[src/rtl/i2s_tx.sv]
// I2S transmitter for the CS4344 DAC: one 24-bit sample per 256-clk frame, SCLK = clk/4, LRCK = clk/256.
// Build option I2S_TX_MONO_DUP_EN: when defined, the right channel carries the same sample as the left.
module i2s_tx (
  input  logic        clk,
  input  logic        rst,
  input  logic [23:0] din,
  input  logic        din_valid,
  output logic        tx_lrck,
  output logic        tx_sclk,
  output logic        tx_sdout,
  output logic        frame_start,
  output logic        underrun
);

  localparam int unsigned FRAME_LEN = 256;
  localparam int unsigned CNT_W     = $clog2(FRAME_LEN);
  localparam int unsigned DW        = 24;
  localparam int unsigned SLOT_W    = 5;

  logic [CNT_W-1:0]  cnt_q, cnt_d;
  logic [DW-1:0]     hold_q, hold_d;
  logic [DW-1:0]     left_q, left_d;
  logic [DW-1:0]     right_q, right_d;
  logic              fresh_q, fresh_d;
  logic              load_q, load_d;
  logic              ur_pend_q, ur_pend_d;
  logic              lrck_q, lrck_d;
  logic              sclk_q, sclk_d;
  logic              sdout_q, sdout_d;
  logic              fs_q, fs_d;
  logic              ur_q, ur_d;

  logic              wrap_c;
  logic [DW-1:0]     next_word_c;
  logic [DW-1:0]     cur_word_c;
  logic [SLOT_W-1:0] slot_c;
  logic [SLOT_W-1:0] bit_idx_c;

  // Next-state: sample buffering, frame load and slot serialization
  always_comb begin
    cnt_d     = cnt_q + CNT_W'(1);
    hold_d    = hold_q;
    left_d    = left_q;
    right_d   = right_q;
    fresh_d   = fresh_q;
    ur_pend_d = ur_pend_q;
    sdout_d   = 1'b0;

    wrap_c      = (cnt_q == CNT_W'(FRAME_LEN - 1));
    next_word_c = din_valid ? din : hold_q;
    load_d      = wrap_c;

    if (din_valid) begin
      hold_d  = din;
      fresh_d = 1'b1;
    end

    // A strobe coinciding with the load bypasses straight into the frame
    if (wrap_c) begin
      left_d    = next_word_c;
`ifdef I2S_TX_MONO_DUP_EN
      right_d   = next_word_c;
`else
      right_d   = '0;
`endif
      fresh_d   = 1'b0;
      ur_pend_d = !fresh_q && !din_valid;
    end

    // Pulses land one clk after the load edge, together with LRCK falling
    fs_d = load_q;
    ur_d = load_q && ur_pend_q;

    lrck_d     = cnt_q[CNT_W-1];
    sclk_d     = cnt_q[1];
    slot_c     = cnt_q[CNT_W-2:2];
    cur_word_c = cnt_q[CNT_W-1] ? right_q : left_q;
    bit_idx_c  = SLOT_W'(DW) - slot_c;
    if ((slot_c >= SLOT_W'(1)) && (slot_c <= SLOT_W'(DW))) begin
      sdout_d = cur_word_c[bit_idx_c];
    end
  end

  always_ff @(posedge clk or posedge rst) begin
    if (rst) begin
      cnt_q     <= '0;
      hold_q    <= '0;
      left_q    <= '0;
      right_q   <= '0;
      fresh_q   <= 1'b0;
      load_q    <= 1'b0;
      ur_pend_q <= 1'b0;
      lrck_q    <= 1'b0;
      sclk_q    <= 1'b0;
      sdout_q   <= 1'b0;
      fs_q      <= 1'b0;
      ur_q      <= 1'b0;
    end else begin
      cnt_q     <= cnt_d;
      hold_q    <= hold_d;
      left_q    <= left_d;
      right_q   <= right_d;
      fresh_q   <= fresh_d;
      load_q    <= load_d;
      ur_pend_q <= ur_pend_d;
      lrck_q    <= lrck_d;
      sclk_q    <= sclk_d;
      sdout_q   <= sdout_d;
      fs_q      <= fs_d;
      ur_q      <= ur_d;
    end
  end

  assign tx_lrck     = lrck_q;
  assign tx_sclk     = sclk_q;
  assign tx_sdout    = sdout_q;
  assign frame_start = fs_q;
  assign underrun    = ur_q;

endmodule

[config.mk]
export PLATFORM = sky130hd
export DESIGN_NAME = i2s_tx
export DESIGN_NICKNAME = d
export VERILOG_FILES = /design/src/rtl/i2s_tx.sv
export SDC_FILE = /design/constraint.sdc
export NUM_CORES = 1
export LEC_CHECK = 0
export BUFFER_PORTS_ARGS = -buffer_cell sky130_fd_sc_hd__buf_2
export CORE_MARGIN = 1.5
export CORE_UTILIZATION = 30
export DETAILED_ROUTE_END_ITERATION = 16
export GPL_ROUTABILITY_DRIVEN = 0
export HOLD_SLACK_MARGIN = 0.12
export PLACE_DENSITY = 0.51
export SETUP_SLACK_MARGIN = 0.3
export SLEW_MARGIN = 15
export SYNTH_ARGS = -nofsm -noshare
export SYNTH_HDL_FRONTEND = slang
export SYNTH_SLANG_ARGS = --single-unit
[constraint.sdc]
create_clock -name clk -period 3.6 [get_ports clk]
set_clock_uncertainty 0.1 [all_clocks]
set_input_delay 0.72 -clock clk [delete_from_list [all_inputs] [get_ports clk]]
set_output_delay 0.72 -clock clk [all_outputs]
set_load 0.01 [all_outputs]
======== Word level (Yosys, flattened, before mapping) ========
Cells that the tools add are included.
word-level totals
  register bits after elaboration ......... 64
  input bits .............................. 27
  output and inout port bits .............. 5
  word-level logic and storage cells ...... 30
cells by class
  add/sub/neg operators ................... 2
  magnitude comparators ................... 3
  equality and inequality tests ........... 1
  mux-type cells .......................... 7
  reductions and logical operators ........ 6
operator list
  kind                                                                   number
  24-bit 2-to-1 mux                                                      2
  8-bit by 1-bit adder with 8-bit output, second input constant          1
  8-bit equality test, second input constant                             1
  5-bit by 6-bit < comparator with 1-bit output, second input constant   1
  1-bit binary-select mux with 5-bit select                              1
  5-bit by 1-bit >= comparator with 1-bit output, second input constant  1
  5-bit <= comparator, second input constant                             1
  5-bit subtractor, first input constant                                 1
  1-bit 2-to-1 mux                                                       4
  1-bit logical AND                                                      3
  1-bit logical NOT                                                      2
  2-bit nonzero test                                                     1

======== Longest topological paths before layout ========
  depth after elaboration ................. 4
  mapped depth ............................ 8
  depth with buffers taken out ............ 7

======== Worst setup path before layout ========
OpenSTA, ideal clock, no wires.
  kind .................................... in2reg
  from .................................... in din_valid
  to ...................................... reg left_q[16]
  library setup time ...................... 0.125 ns
  data arrival time ....................... 1.791 ns
  required time ........................... 3.375 ns
  path slack .............................. 1.584 ns
  stages .................................. 4
  buffers on the path ..................... 2
  path through ............................ clkbuf_1 > buf_2 > mux2_2 > mux2_2
on the way
  word-level cells in the longest chain between the ends .. 1
RTL lines
  item                    line  source
  start: declaration      7     input logic din_valid,
  24-bit 2-to-1 mux       n/a
  end signal: assignment  101   left_q <= left_d;
  end: declaration        22    logic [DW-1:0] left_q, left_d;
No other way between the ends.
A chain may end at the register's enable or synchronous reset.

======== Final worst setup path ========
  from .................................... reg cnt_q[2]
  to ...................................... reg sdout_q (netlist: tx_sdout)
on the way
  word-level cells in the longest chain between the ends .. 4
  elaborated cells on any way between the ends .. 7
  those cells by class .................... add/sub: 1; order compare: 2; mux: 3; reduce/logical: 1
RTL lines
  item                                       line  source
  start: declaration                         20    logic [CNT_W-1:0] cnt_q, cnt_d;
  start signal: assignment                   99    cnt_q <= cnt_d;
  5-bit subtractor                           78    bit_idx_c = SLOT_W'(DW) - slot_c;
  1-bit binary-select mux with 5-bit select  80    sdout_d = cur_word_c[bit_idx_c];
  1-bit 2-to-1 mux (implied by the code)     80
  1-bit 2-to-1 mux (*)                       79    if ((slot_c >= SLOT_W'(1)) && (slot_c <= SLOT_W'(DW))) begin
  net sdout_d                                29    logic sdout_q, sdout_d;
  end signal: assignment                     108   sdout_q <= sdout_d;
  end: declaration                           29
Mark *: on every way through the listed nets, which the timed path passes. The rest lies on a longest branch. The select of a mux whose other input is x is not followed.

==> run metrics <==
post-synth top area cell=dfrtp_1; Residual DRC=0; starting density of the core=0.307; Worst-path clk slew=0.07 ns; EDFF count, synth=0; drt wl/cell=13.7 µm; clock latency on the worst-skew pair=0.34 ns; TritonCTS clock tree=yes; die area=9410 µm²; clk buf depth=2; Setup Crit Path Kind=reg -> reg; total power after layout=1.52 mW; max-cap viol count=0; CP Capture Type=register; number of global-route vias before repair=1,570; leak pwr=1.50 nW; drt total wl=4350 µm; Setup TNS=0 ns; # nets final=234; HP Class=in -> async; vias post-DR=1,426; CTS root buf=clkbuf_8; pin count of the biggest net entering global routing=50; hold_buf cts=0; status=finished, final reports clean; area grow syn2layout=18.1%; gr usage total=0.108; Main synth FF type=dfrtp_1; final antenna-violating net count=0; post-synth top area share=0.604; layout cell share with drive strength beyond 1=0.455; Synth async-reset ratio=1.00; Synth Cell Area=2650 µm²; Hold WS=0.228 ns; Synthesis Warnings=0; post-placement setup slack=1.21 ns; syn nets=198; num ports=32; sequential-to-total area share from yosys stat=0.604; Max-slew headroom=0.591; die width=97.0 µm; initial drt markers=54; RSZ-0062 raised after global routing=no; # Post-CTS Setup Buffers=0; VDD IR max=0.149 mV; Peak Freq=424 MHz; post-route cell area=3130 µm²; CP arrival=2.48 ns; Area after DPL=2900 µm²; Placed Cells=301; Power per Cell Area=485 nW/µm²; hpwl dp=2920 µm; WP data required=3.73 ns; final setup margin=1.24 ns; drt pass-1 iters=4; Final Setup Violations=0; Die H=97.0 µm; cts bufs inserted=9; Syn Inst Count=168; CP Max Fanout=12; diodes inserted=0; Tmin final=2.36 ns; mean number of vias per cell=4.50; Core Util, Final=0.363; Port Buffers=31; Core ar.=8640 µm²; H-tree levels=3; fin crit share=0.655; num rows=34; Yosys cell types=29; non-filler instance count after layout=317; Yosys reg bits=64; Congestion Overflow GR=0; final hold vios=0; Worst setup SP type=register; clock sink count=64; Tightest Pin Transition=0.614 ns; Slew Viols, Final=0; largest cells by area after synthesis=dfrtp_1 60%, mux2_2 18%, mux4_1 5.9%; post-CTS resize count=0; mean cell area of the mapped netlist=15.8 µm²; first-pass GRT wire length=7720 µm; initial antenna violation count=0
==> state kept, by name, indices dropped and copies added (netlist names) <==
signal,cells
hold_q,24
fs_d,1
frame_start,1
tx_lrck,1
fresh_q,1
cnt_q,8
ur_pend_q,1
tx_sdout,1
left_q,24
tx_sclk,1
underrun,1
==> critical path, cell delays in order, from the launching register on <==
cell and delay (ns):
dfrtp_1 0.66, inv_1 0.09, ha_1 0.42, mux4_1 0.34, mux4_2 0.48, o2bb2ai_1 0.14
==> cell type report <==
class / instances / area (µm²)
clock buffers: 11 / 151
clock inverters: 5 / 78.8
fillers: 838 / 5500
inverters: 5 / 18.8
multi-input cells: 91 / 977
flip-flops and latches: 64 / 1600
well taps: 108 / 135
repair buffers: 33 / 170
==> layer usage <==
layer / routed length [µm] / global-route usage / vias to the layer above / share of wire
li1: - / - / 671 / -
met1: 2030 / 0.137 / 715 / 0.47
met2: 2030 / 0.156 / 30 / 0.47
met3: 174 / 0.0361 / 10 / 0.040
met4: 125 / 0.0702 / 0 / 0.029
met5: 0 / 0 / - / 0
==> synth_stat cells (2+ instances only) <==
master and instances:
dfrtp_1 64, mux2_1 7, inv_1 4, nor2b_1 2, xnor2_1 4, buf_2 2
ha_1 3, xor2_1 5, mux2_2 42, nand2_1 2, buf_4 4, mux4_1 6
nor3_1 2, nand3_1 2, nor2_1 5
==> layout by cell type, fill, tap and decap left out, drive strengths merged, types with 2 or more instances in the layout <==
master / n
bufinv: 2
xor2: 5
buf: 33
mux4: 7
nor2b: 2
inv: 5
nor2: 6
clkinv: 3
ha: 3
nand2: 2
xnor2: 4
nor3: 2
mux2: 49
clkbuf: 11
dfrtp: 64
nand3: 2
==> worst paths after layout <==
kind / from / end / slack [ns] / depth (start not counted)
max: cnt_q[2]$_DFF_PP0_ / tx_sdout$_DFF_PP0_ / 1.24 / 5
min: rst / hold_q[4]$_DFF_PP0_ / 0.23 / 2
max reg2reg: cnt_q[2]$_DFF_PP0_ / tx_sdout$_DFF_PP0_ / 1.24 / 5
min reg2reg: fs_d$_DFF_PP0_ / frame_start$_DFF_PP0_ / 0.28 / 0
max in group asynchronous: rst / hold_q[11]$_DFF_PP0_ / 2.24 / 3
min in group clk: fs_d$_DFF_PP0_ / frame_start$_DFF_PP0_ / 0.28 / 0
==> report_power, final <==
group	internal [mW]	switching (mW)
clock network	0.426	0.272
registers	0.745	0.00599
logic	0.0349	0.0365
total	1.21	0.314
==> logic make-up after synthesis <==
| family | share of synthesized area |
|---|---|
| xor+xnor | 0.0297 |
| buf+inv | 0.0278 |
| compound gates | 0.0132 |
| mux | 0.280 |
| flops | 0.604 |
| fa+ha+maj | 0.0142 |
| simple gates | 0.0316 |
No activity file was read; power rests on OpenSTA's default activity.
